===== src/rtl/mux_32x1_reg_if.sv =====
// mux_32x1_reg_if: select, 32 data words and registered result of the word mux
interface mux_32x1_reg_if #(
   parameter int WIDTH = 32
);
   logic [4:0]       S;
   logic [WIDTH-1:0] I0, I1, I2, I3, I4, I5, I6, I7;
   logic [WIDTH-1:0] I8, I9, I10, I11, I12, I13, I14, I15;
   logic [WIDTH-1:0] I16, I17, I18, I19, I20, I21, I22, I23;
   logic [WIDTH-1:0] I24, I25, I26, I27, I28, I29, I30, I31;
   logic [WIDTH-1:0] Y;
   modport master (
      output S,
      output I0, I1, I2, I3, I4, I5, I6, I7, I8, I9, I10, I11, I12, I13, I14, I15,
      output I16, I17, I18, I19, I20, I21, I22, I23, I24, I25, I26, I27, I28, I29, I30, I31,
      input  Y
   );
   modport slave (
      input  S,
      input  I0, I1, I2, I3, I4, I5, I6, I7, I8, I9, I10, I11, I12, I13, I14, I15,
      input  I16, I17, I18, I19, I20, I21, I22, I23, I24, I25, I26, I27, I28, I29, I30, I31,
      output Y
   );
endinterface


===== src/rtl/mux_32x1_reg.sv =====
// mux_32x1_reg: registered 32-to-1 word multiplexer for register-file read-port selection
module mux_32x1_reg #(
   parameter int WIDTH = 32
) (
   input logic            clk,
   input logic            reset,
   mux_32x1_reg_if.slave  bus
);
   logic [WIDTH-1:0] y_q, y_d;
   // pick the selected word; reset forces zero, an unknown select yields X in simulation
   always_comb begin
      y_d = '0;
      case (bus.S)
         5'd0:  y_d = bus.I0;
         5'd1:  y_d = bus.I1;
         5'd2:  y_d = bus.I2;
         5'd3:  y_d = bus.I3;
         5'd4:  y_d = bus.I4;
         5'd5:  y_d = bus.I5;
         5'd6:  y_d = bus.I6;
         5'd7:  y_d = bus.I7;
         5'd8:  y_d = bus.I8;
         5'd9:  y_d = bus.I9;
         5'd10: y_d = bus.I10;
         5'd11: y_d = bus.I11;
         5'd12: y_d = bus.I12;
         5'd13: y_d = bus.I13;
         5'd14: y_d = bus.I14;
         5'd15: y_d = bus.I15;
         5'd16: y_d = bus.I16;
         5'd17: y_d = bus.I17;
         5'd18: y_d = bus.I18;
         5'd19: y_d = bus.I19;
         5'd20: y_d = bus.I20;
         5'd21: y_d = bus.I21;
         5'd22: y_d = bus.I22;
         5'd23: y_d = bus.I23;
         5'd24: y_d = bus.I24;
         5'd25: y_d = bus.I25;
         5'd26: y_d = bus.I26;
         5'd27: y_d = bus.I27;
         5'd28: y_d = bus.I28;
         5'd29: y_d = bus.I29;
         5'd30: y_d = bus.I30;
         5'd31: y_d = bus.I31;
         default: y_d = 'x;
      endcase
      if (reset) y_d = '0;
   end
   // single output register; no combinational path from inputs to Y
   always_ff @(posedge clk) begin
      y_q <= y_d;
   end
   assign bus.Y = y_q;
endmodule


===== src/flat_wrapper.sv =====
// flat-port wrapper written by rule: the top's interface ports become plain ports
module mux_32x1_reg_flat 
#(
   parameter int WIDTH = 32
)
  (clk, reset, bus_S, bus_I0, bus_I1, bus_I2, bus_I3, bus_I4, bus_I5, bus_I6, bus_I7, bus_I8, bus_I9, bus_I10, bus_I11, bus_I12, bus_I13, bus_I14, bus_I15, bus_I16, bus_I17, bus_I18, bus_I19, bus_I20, bus_I21, bus_I22, bus_I23, bus_I24, bus_I25, bus_I26, bus_I27, bus_I28, bus_I29, bus_I30, bus_I31, bus_Y);
  mux_32x1_reg_if #(.WIDTH(WIDTH)) bus_i ();
  input logic clk;
  input logic reset;
  input wire logic [$bits(bus_i.S)-1:0] bus_S;
  input wire logic [$bits(bus_i.I0)-1:0] bus_I0;
  input wire logic [$bits(bus_i.I1)-1:0] bus_I1;
  input wire logic [$bits(bus_i.I2)-1:0] bus_I2;
  input wire logic [$bits(bus_i.I3)-1:0] bus_I3;
  input wire logic [$bits(bus_i.I4)-1:0] bus_I4;
  input wire logic [$bits(bus_i.I5)-1:0] bus_I5;
  input wire logic [$bits(bus_i.I6)-1:0] bus_I6;
  input wire logic [$bits(bus_i.I7)-1:0] bus_I7;
  input wire logic [$bits(bus_i.I8)-1:0] bus_I8;
  input wire logic [$bits(bus_i.I9)-1:0] bus_I9;
  input wire logic [$bits(bus_i.I10)-1:0] bus_I10;
  input wire logic [$bits(bus_i.I11)-1:0] bus_I11;
  input wire logic [$bits(bus_i.I12)-1:0] bus_I12;
  input wire logic [$bits(bus_i.I13)-1:0] bus_I13;
  input wire logic [$bits(bus_i.I14)-1:0] bus_I14;
  input wire logic [$bits(bus_i.I15)-1:0] bus_I15;
  input wire logic [$bits(bus_i.I16)-1:0] bus_I16;
  input wire logic [$bits(bus_i.I17)-1:0] bus_I17;
  input wire logic [$bits(bus_i.I18)-1:0] bus_I18;
  input wire logic [$bits(bus_i.I19)-1:0] bus_I19;
  input wire logic [$bits(bus_i.I20)-1:0] bus_I20;
  input wire logic [$bits(bus_i.I21)-1:0] bus_I21;
  input wire logic [$bits(bus_i.I22)-1:0] bus_I22;
  input wire logic [$bits(bus_i.I23)-1:0] bus_I23;
  input wire logic [$bits(bus_i.I24)-1:0] bus_I24;
  input wire logic [$bits(bus_i.I25)-1:0] bus_I25;
  input wire logic [$bits(bus_i.I26)-1:0] bus_I26;
  input wire logic [$bits(bus_i.I27)-1:0] bus_I27;
  input wire logic [$bits(bus_i.I28)-1:0] bus_I28;
  input wire logic [$bits(bus_i.I29)-1:0] bus_I29;
  input wire logic [$bits(bus_i.I30)-1:0] bus_I30;
  input wire logic [$bits(bus_i.I31)-1:0] bus_I31;
  output wire logic [$bits(bus_i.Y)-1:0] bus_Y;
  assign bus_i.S = bus_S;
  assign bus_i.I0 = bus_I0;
  assign bus_i.I1 = bus_I1;
  assign bus_i.I2 = bus_I2;
  assign bus_i.I3 = bus_I3;
  assign bus_i.I4 = bus_I4;
  assign bus_i.I5 = bus_I5;
  assign bus_i.I6 = bus_I6;
  assign bus_i.I7 = bus_I7;
  assign bus_i.I8 = bus_I8;
  assign bus_i.I9 = bus_I9;
  assign bus_i.I10 = bus_I10;
  assign bus_i.I11 = bus_I11;
  assign bus_i.I12 = bus_I12;
  assign bus_i.I13 = bus_I13;
  assign bus_i.I14 = bus_I14;
  assign bus_i.I15 = bus_I15;
  assign bus_i.I16 = bus_I16;
  assign bus_i.I17 = bus_I17;
  assign bus_i.I18 = bus_I18;
  assign bus_i.I19 = bus_I19;
  assign bus_i.I20 = bus_I20;
  assign bus_i.I21 = bus_I21;
  assign bus_i.I22 = bus_I22;
  assign bus_i.I23 = bus_I23;
  assign bus_i.I24 = bus_I24;
  assign bus_i.I25 = bus_I25;
  assign bus_i.I26 = bus_I26;
  assign bus_i.I27 = bus_I27;
  assign bus_i.I28 = bus_I28;
  assign bus_i.I29 = bus_I29;
  assign bus_i.I30 = bus_I30;
  assign bus_i.I31 = bus_I31;
  assign bus_Y = bus_i.Y;
  mux_32x1_reg #(.WIDTH(WIDTH)) u_core (.clk(clk), .reset(reset), .bus(bus_i));
endmodule

===== config.mk =====
export PLATFORM = sky130hd
export DESIGN_NAME = mux_32x1_reg_flat
export DESIGN_NICKNAME = d
export VERILOG_FILES = /design/src/rtl/mux_32x1_reg_if.sv /design/src/rtl/mux_32x1_reg.sv /design/src/flat_wrapper.sv
export SDC_FILE = /design/constraint.sdc
export NUM_CORES = 1
export LEC_CHECK = 0
export ABC_AREA = 1
export CAP_MARGIN = 40
export CORE_AREA = 2 2 411 413
export CTS_CLUSTER_DIAMETER = 100
export CTS_CLUSTER_SIZE = 20
export DETAILED_ROUTE_END_ITERATION = 16
export DIE_AREA = 0 0 413 415
export MAX_ROUTING_LAYER = met4
export SLEW_MARGIN = 15
export SYNTH_ARGS = -nofsm -noshare
export SYNTH_HDL_FRONTEND = slang
export SYNTH_SLANG_ARGS = --single-unit
export TNS_END_PERCENT = 10

===== constraint.sdc =====
create_clock -name clk -period 1.8 [get_ports clk]
set_input_delay 0.36 -clock clk [delete_from_list [all_inputs] [get_ports clk]]
set_output_delay 0.36 -clock clk [all_outputs]
set_load 0.005 [all_outputs]

==> impl_metrics.ini <==
[die]
fp.coreArea_sq_um = 167000
dieHeight_um = 415
io_pins = 1063
dieArea_sq_um = 171000
rows = 150
die_x_um = 413
start_util_pct = 6.63

[cts]
cts_tree = yes
cts_sinks = 32
htreeDepth = 2
cts_made_buffers = 5
cts-root-buf = clkbuf_16
clock_path_buffers = 2
cts.clk_slew.worst_paths_ps = 80

[critical_path]
crit_path_end_kind = flop
path_max_fanout = 5
crit_start = bus_S[1]
worstPathRequired_ps = 2080
worstPathArrival_ps = 2130
crit_path_start_kind = primary input
path_class = primary input to flop

[synthesis]
synth_area_leaders = nand3_1 26%, nand2_1 24%, nand4_1 20%
ys_async_sr_fraction_pct = 0
synth_top_area_share_pct = 26.1
yosys_warnings = 0
synth_most_common_cell = nand2_1
ys_ff_latch = 32
syn_avg_cell_area_sq_um = 4.75
syn-instance-count = 2327
synth_edf_count = 0
netlist_top_cells_count = 708 x nand2_1, 577 x nand3_1, 356 x nand4_1
synthFlopType = dfxtp_1
synth_cell_type_count = 15
syn_nets = 3358
synth_top_area_cell = nand3_1
syn-cell-area_sq_um = 11000
synth-seq-area-share_pct = 5.80

[place]
gp_congestion = 1.00
io_buffers = 1062
place_area_sq_um = 28000
place_hpwl_um = 170000
dp_cells = 5746

[sta]
rsz0062_at_grt = yes
fin_crit_sh_pct = 103
slew_viol_final = 0
holdWs_ps = 705
fin_crit_ps = 1850
setup_tns_ps = -198
finalHoldViolCount = 0
fin_ws_ps = -46.6
clock.fmax_mhz = 542
finalSetupViolCount = 7
relSlewSlack_pct = 53.8
worst_pin_slew_ps = 690

[pwr]
power.switching_uw = 3580
p_leak_uw = 0.0130
power.share.clock_pct = 13.3
pwr_density_cell_nw_per_um2 = 273
p_seq_share_pct = 10.6
combPwrFrac_pct = 76.1
peakVddDrop_mv = 0.352
p_int_uw = 4690
p_sw_share_pct = 43.3
p_total_uw = 8270

[min_path]
hp-start = bus_I0[3]
hp-class = primary input to flop

[detailed_routing]
wl_um = 198000
drt_iter0_drc = 2788
drtPass1Iterations = 6
wire_per_inst_um = 33.6
dr_total_vias = 24100
ant_nets = 0
drc = 0
routed_via_density = 4.08

[global_route]
grt_pass1_vias = 23100
grtUsageTotal_pct = 22.4
overflow = 0
antenna_found_initial = 138
grt_pass1_wl_um = 242000
grt_start_max_net_pins = 46

[final_layout]
fin_area_sq_um = 30300
drive_above_1_share_pct = 19.4
syn_to_final_growth_pct = 174
nNetsFinal = 4638
stdcell_count = 5897
largest_reg_flops = 32

[run_status]
violations = negative setup slack
status = finished, violations left

[run]
drv_cap = 0
[power by group through the flow]
stage	clock (uW)	sequential [uW]	combinational [uW]
floorplan	0	844	1100
global placement	0	895	5880
detailed placement	0	891	5840
CTS	1180	877	6160
global route	1180	879	6530
finish	1100	878	6290
[cell families (layout without fill, tap and decap cells)]
family                 count (synthesis)  in the layout  share of synthesized area [%]
flip-flops                            32             32                           5.80
AND/OR/NAND/NOR                     1977           1977                           82.1
other                                  0             85                              0
AO/OA/AOI/OAI                         64             64                           2.90
buffers and inverters                254           1535                           9.23
[routing by layer]
layer	vias to the layer above	share of wire, %	global-route usage [%]
li1	10800	-	-
met4	0	3.1	6.58
met1	11500	39	26.0
met3	210	9.5	6.20
met2	1571	48	37.3
met5	-	0	-
[what timing repair did]
action	4_1_cts	5_1_grt
pin swaps	50	49
endpoints found under the setup margin	38	32
setup buffers	29	22
hold buffers	0	0
endpoints found under the hold margin	0	0
resized for setup	243	123
gates cloned	10	6
[per-stage QoR]
stage / utilization [%] / setup WS (ps)
2_1_floorplan: - / 147
3_3_place_gp: 16.8 / -1410
3_5_place_dp: 16.8 / -1430
4_1_cts: 17.6 / -44.6
5_1_grt: 18.1 / -41.1
6_report: 18.2 / -46.6
[critical path: stages]
cell and delay [ps]:
buf_8 110, buf_6 120, nor2_4 150, buf_12 170
buf_12 140, buf_12 100, buf_16 110, nand4_1 100
nand2_2 220, nor2_1 60, nand2_1 130, buf_12 150
nor2_4 50, a21oi_2 110
[final cells by class]
class,count,area [sq um]
Antenna cell,85,213
Sequential cell,32,643
Clock inverter,3,18.8
Multi-Input combinational cell,2041,10300
Tap cell,2204,2760
Clock buffer,5,125
Inverter,9,45.0
Timing Repair Buffer,1518,16200
Fill cell,19000,136000
[path summary, 6_finish.rpt]
path	end	slack [ps]	depth (start not counted)
setup / recovery	u_core.bus.Y[18]$_SDFF_PP0_	-50	14
hold / removal	u_core.bus.Y[3]$_SDFF_PP0_	710	3
[cell usage in the layout, fill, tap and decap left out, drive strengths merged]
master	Yosys	routed
a21oi	32	32
nand4	356	356
clkbuf	144	11
inv	9	8
dfxtp	32	32
o21ai	32	32
clkdlybuf4s50	0	1054
bufbuf	0	2
dlygate4sd2	0	3
nand3	577	577
nand2	708	708
clkinv	0	4
buf	101	453
diode	0	85
nor2	336	336
Power figures use the tool's default switching activity.
